--- config.mk ---
export PLATFORM = sky130hd
export DESIGN_NAME = pattern_tx
export DESIGN_NICKNAME = d
export VERILOG_FILES = /design/src/rtl/pattern_tx.sv
export SDC_FILE = /design/constraint.sdc
export NUM_CORES = 1
export LEC_CHECK = 0
export BUFFER_PORTS_ARGS = -buffer_cell sky130_fd_sc_hd__buf_2
export CAP_MARGIN = 0
export CORE_UTILIZATION = 63
export CTS_BUF_LIST = sky130_fd_sc_hd__clkbuf_8
export CTS_CLUSTER_SIZE = 8
export DETAILED_ROUTE_END_ITERATION = 6
export PLACE_DENSITY = 0.94
export SYNTH_ARGS = -nofsm -noshare
export SYNTH_HDL_FRONTEND = slang
export SYNTH_SLANG_ARGS = --single-unit
--- constraint.sdc ---
create_clock -name ck -period 2.9 [get_ports ck]
set_input_delay 0.58 -clock ck [delete_from_list [all_inputs] [get_ports ck]]
set_output_delay 0.58 -clock ck [all_outputs]
set_load 0.01 [all_outputs]
--- src/rtl/pattern_tx.sv ---
// pattern_tx: loads a W-bit pattern and shifts it out MSB-first, repeating rep+1 times with GAP idle cycles between frames.
// Optional feature macro PATTERN_TX_PARITY_EN appends an even-parity bit (PAR state) to every frame.
module pattern_tx #(
  parameter int W   = 4,
  parameter int GAP = 1
) (
  input  logic         ck,
  input  logic         rs,
  input  logic         start,
  input  logic [W-1:0] pat,
  input  logic [3:0]   rep,
  output logic         out,
  output logic         busy,
  output logic         done,
  output logic [2:0]   c
);

  localparam int            CW      = $clog2(W) + 1;
  localparam logic [CW-1:0] LastBit = CW'(W);
  localparam logic [3:0]    GapLast = 4'(GAP);

  typedef enum logic [2:0] {
    S_IDLE  = 3'b000,
    S_SHIFT = 3'b001,
    S_GAP   = 3'b010,
    S_DONE  = 3'b011,
    S_PAR   = 3'b100
  } state_e;

  state_e        state_q, state_d;
  logic          out_q, out_d;
  logic [W-1:0]  pat_q, pat_d;
  logic [W-1:0]  shift_q, shift_d;
  logic [CW-1:0] bitcnt_q, bitcnt_d;
  logic [3:0]    rep_q, rep_d;
  logic [3:0]    gapcnt_q, gapcnt_d;
  logic          frameEnd;

  always_ff @(posedge ck or posedge rs) begin
    if (rs) begin
      state_q  <= S_IDLE;
      out_q    <= 1'b0;
      pat_q    <= '0;
      shift_q  <= '0;
      bitcnt_q <= '0;
      rep_q    <= '0;
      gapcnt_q <= '0;
    end else begin
      state_q  <= state_d;
      out_q    <= out_d;
      pat_q    <= pat_d;
      shift_q  <= shift_d;
      bitcnt_q <= bitcnt_d;
      rep_q    <= rep_d;
      gapcnt_q <= gapcnt_d;
    end
  end

  // out_d is the value presented during the next cycle; shift_q holds the bits not yet sent.
  always_comb begin
    state_d  = state_q;
    out_d    = 1'b0;
    pat_d    = pat_q;
    shift_d  = shift_q;
    bitcnt_d = bitcnt_q;
    rep_d    = rep_q;
    gapcnt_d = gapcnt_q;
    frameEnd = 1'b0;

    case (state_q)
      S_IDLE: begin
        if (start) begin
          pat_d    = pat;
          shift_d  = {pat[W-2:0], 1'b0};
          out_d    = pat[W-1];
          bitcnt_d = CW'(1);
          rep_d    = rep;
          gapcnt_d = '0;
          state_d  = S_SHIFT;
        end
      end
      S_SHIFT: begin
        if (bitcnt_q == LastBit) begin
`ifdef PATTERN_TX_PARITY_EN
          state_d = S_PAR;
          out_d   = ^pat_q;
`else
          frameEnd = 1'b1;
`endif
        end else begin
          out_d    = shift_q[W-1];
          shift_d  = {shift_q[W-2:0], 1'b0};
          bitcnt_d = bitcnt_q + CW'(1);
        end
      end
`ifdef PATTERN_TX_PARITY_EN
      S_PAR: begin
        frameEnd = 1'b1;
      end
`endif
      S_GAP: begin
        if (gapcnt_q == GapLast) begin
          state_d  = S_SHIFT;
          out_d    = pat_q[W-1];
          shift_d  = {pat_q[W-2:0], 1'b0};
          bitcnt_d = CW'(1);
          rep_d    = rep_q - 4'd1;
        end else begin
          gapcnt_d = gapcnt_q + 4'd1;
        end
      end
      S_DONE: begin
        state_d = S_IDLE;
      end
      default: begin
        state_d = S_IDLE;
      end
    endcase

    // Shared exit after the last bit of a frame (data bit, or parity bit when enabled).
    if (frameEnd) begin
      if (rep_q != 4'd0) begin
        if (GAP == 0) begin
          state_d  = S_SHIFT;
          out_d    = pat_q[W-1];
          shift_d  = {pat_q[W-2:0], 1'b0};
          bitcnt_d = CW'(1);
          rep_d    = rep_q - 4'd1;
        end else begin
          state_d  = S_GAP;
          gapcnt_d = 4'd1;
        end
      end else begin
        state_d = S_DONE;
      end
    end
  end

  assign out  = out_q;
  assign c    = state_q;
  assign done = (state_q == S_DONE);
`ifdef PATTERN_TX_PARITY_EN
  assign busy = (state_q == S_SHIFT) || (state_q == S_GAP) || (state_q == S_PAR);
`else
  assign busy = (state_q == S_SHIFT) || (state_q == S_GAP);
`endif

endmodule

==> impl_metrics.toml <==
[outcome]
status = "completed"

[critical_path]
worst-r2r-setup-slack_ns = 0.68
startpoint = "gapcnt_q[1]$_DFF_PP0_"
crit_slowest_cell = "a2111o_1"
worstPathMaxFanout = 12
cp.arrival_ns = 2.35
cp_slowest_stage_delay_ns = 0.64
crit_family = "compound AO/OA/AOI/OAI gates"
critPathKind = "flip-flop to flip-flop"
worst_r2r_endpoint = "bitcnt_q[2]$_DFFE_PP0P_"
r2r-start = "gapcnt_q[1]$_DFF_PP0_"
end_kind = "flip-flop"
worst-endpoint-required_ns = 3.04
cp-start-kind = "flip-flop"
crit_buf_inv = 1
reg2reg_depth = 6
cp_num_cells = 6
crit_path_cell_trace = "inv_1, ha_1, or3b_1, a2111o_1, o21ai_0, o21ai_1"
endpoint = "bitcnt_q[2]$_DFFE_PP0P_"

[die]
start_util = 0.698
num_rows = 15
die_area_um2 = 2160
die_y_um = 46.5
ios = 17
die_width_um = 46.5
core_um2 = 1780

[power]
irDropWorstVdd_mv = 0.739
p_per_area_nw_per_um2 = 1050
power.leakage_nw = 0.650

[cells_and_area]
final_cell_mix = "dfrtp_1, nand2_1, buf_2"
fill_cells = 125
final_area_um2 = 1360
final_cells = 170
drive_gt1_frac = 0.193
mostFrequentLayoutCell = "dfrtp_1"
nets = 166
area_delta_synth_final_pct = 9.45
antenna_cells = 0

[global_routing]
antenna_found_initial = 0
first_global_vias = 922
grt_max_degree = 22
overflow = 0
grt_pass1_wl_um = 4060
grt_use_total = 0.272

[clock_network]
cts_buffer_depth = 2
post_cts_resized = 0
cts_root_buffer = "clkbuf_8"
numClockSinks = 21
cts_setup_buffers = 0
cts_tree = "built"
h-tree-depth = 1
clock_latency_ns = 0.26
holdBufCountCts = 0
path_clk_slew_ns = 0.08
cts_buffers = 3

[drt]
drc = 0
postRouteAntennaNets = 0
drt_iter0_markers = 38
firstDrtPassIters = 4
viasPerCell = 6.07
wl_per_cell_um = 14.9
num_vias = 1032
wl_um = 2540

[placed_design]
dp_slack_ns = 0.727
numPlacedInstances = 166
port_buffers = 15
hpwl_um = 1850
place_area_um2 = 1320
gp_congestion = 0.809

[synth]
synth.area.top_cells = "dfrtp_1, ha_1, nand2_1"
synth.distinct_cells = 39
synth_area_per_cell_um2 = 9.43
synth_top_area_share = 0.422
synth_area_leader_cell = "dfrtp_1"
syn_inst = 132
ys_seq_area_frac = 0.422
synth.net_count = 152
yosys_warnings = 0
ys_seq_elements = 21
syn_area_um2 = 1240

[sta]
finalMaxSlewViolations = 0
max_freq_ghz = 0.451
rsz0062_at_grt = "false"
skew_ns = 0.00431
final-setup-viol-count = 0
fin_crit_sh = 0.764
holdWs_ns = 0.449
relSlewSlack = 0.482
setup_slack_ns = 0.684
worst_pin_slew_ns = 0.776
finalCriticalPeriod_ns = 2.22
setup_tns_ns = 0
hold_violations = 0

[flow_run]
timing.max_cap.violations = 0

[worst_hold_path]
worst_hold_path_type = "primary input to asynchronous set/reset pin"
routing by layer:
metal / routed length [um] / share of wire / global-route usage / vias to the layer above
met4: 29 / 0.011 / 0.0882 / 0
met5: 0 / 0 / 0 / -
li1: - / - / - / 493
met1: 1160 / 0.46 / 0.361 / 497
met2: 1230 / 0.49 / 0.453 / 37
met3: 112 / 0.044 / 0.0353 / 5
cells in the mapped netlist (all sizes together):
cell type and number:
a22oi 4, a31oi 3, nor2 6, and3 1
a211o 1, and4bb 1, inv 10, clkbuf 3
dfrtp 21, or2b 1, buf 3, conb 1
nand2b 1, nor2b 4, o22a 3, a21oi 8
o211ai 1, nand3b 1, nand2 16, nor3b 2
nand4b 1, xnor2 2, o21ai 13, mux2i 1
o31ai 1, a32oi 1, ha 9, nand3 4
nor3 1, mux2 3, o22ai 2, or3b 1
o221ai 1, a2111o 1
sequential cells by signal (all words and copies together) (netlist names):
signal,count
out,1
shift_q,3
c,2
pat_q,4
bitcnt_q,3
rep_q,4
gapcnt_q,4
metrics by stage:
| stage | total power [mW] | utilization |
|---|---|---|
| after floorplan | 1.07 | - |
| after global placement | 1.18 | 0.738 |
| after detailed placement | 1.22 | 0.738 |
| after CTS | 1.41 | 0.764 |
| after global routing | 1.53 | 0.764 |
| final | 1.42 | 0.764 |
cell type report:
class                           instances  area [um2]  area share
Clock buffer                            3        41.3      0.0303
Multi-Input combinational cell         95         647       0.475
Inverter                               10        37.5      0.0275
Sequential cell                        21         526       0.386
Tap cell                               25        31.3      0.0230
Timing Repair Buffer                   15        75.1      0.0551
Clock inverter                          1        5.00     0.00367
power breakdown:
group | total, mW | internal, mW | switching [mW]
registers | 0.521 | 0.419 | 0.102
clock network | 0.192 | 0.0957 | 0.0962
logic | 0.711 | 0.298 | 0.413
total | 1.42 | 0.813 | 0.612
kinds of logic after synthesis:
| group | share of synthesized area |
|---|---|
| compound gates | 0.212 |
| simple gates | 0.165 |
| flops | 0.422 |
| fa+ha+maj | 0.0905 |
| xor+xnor | 0.0141 |
| buf+inv | 0.0583 |
| mux | 0.0352 |
| other cells | 0.00301 |
worst min path at each step:
stage,from,slack (ns),to
floorplan,pat_q[3]$_DFFE_PP0P_,0.45,pat_q[3]$_DFFE_PP0P_
global placement,pat_q[3]$_DFFE_PP0P_,0.46,pat_q[3]$_DFFE_PP0P_
detailed placement,pat_q[3]$_DFFE_PP0P_,0.46,pat_q[3]$_DFFE_PP0P_
CTS,rs,0.48,pat_q[1]$_DFFE_PP0P_
global route,pat_q[3]$_DFFE_PP0P_,0.51,pat_q[3]$_DFFE_PP0P_
finish,rs,0.45,shift_q[2]$_DFFE_PP0P_
No activity file was read; power rests on OpenSTA's default activity.
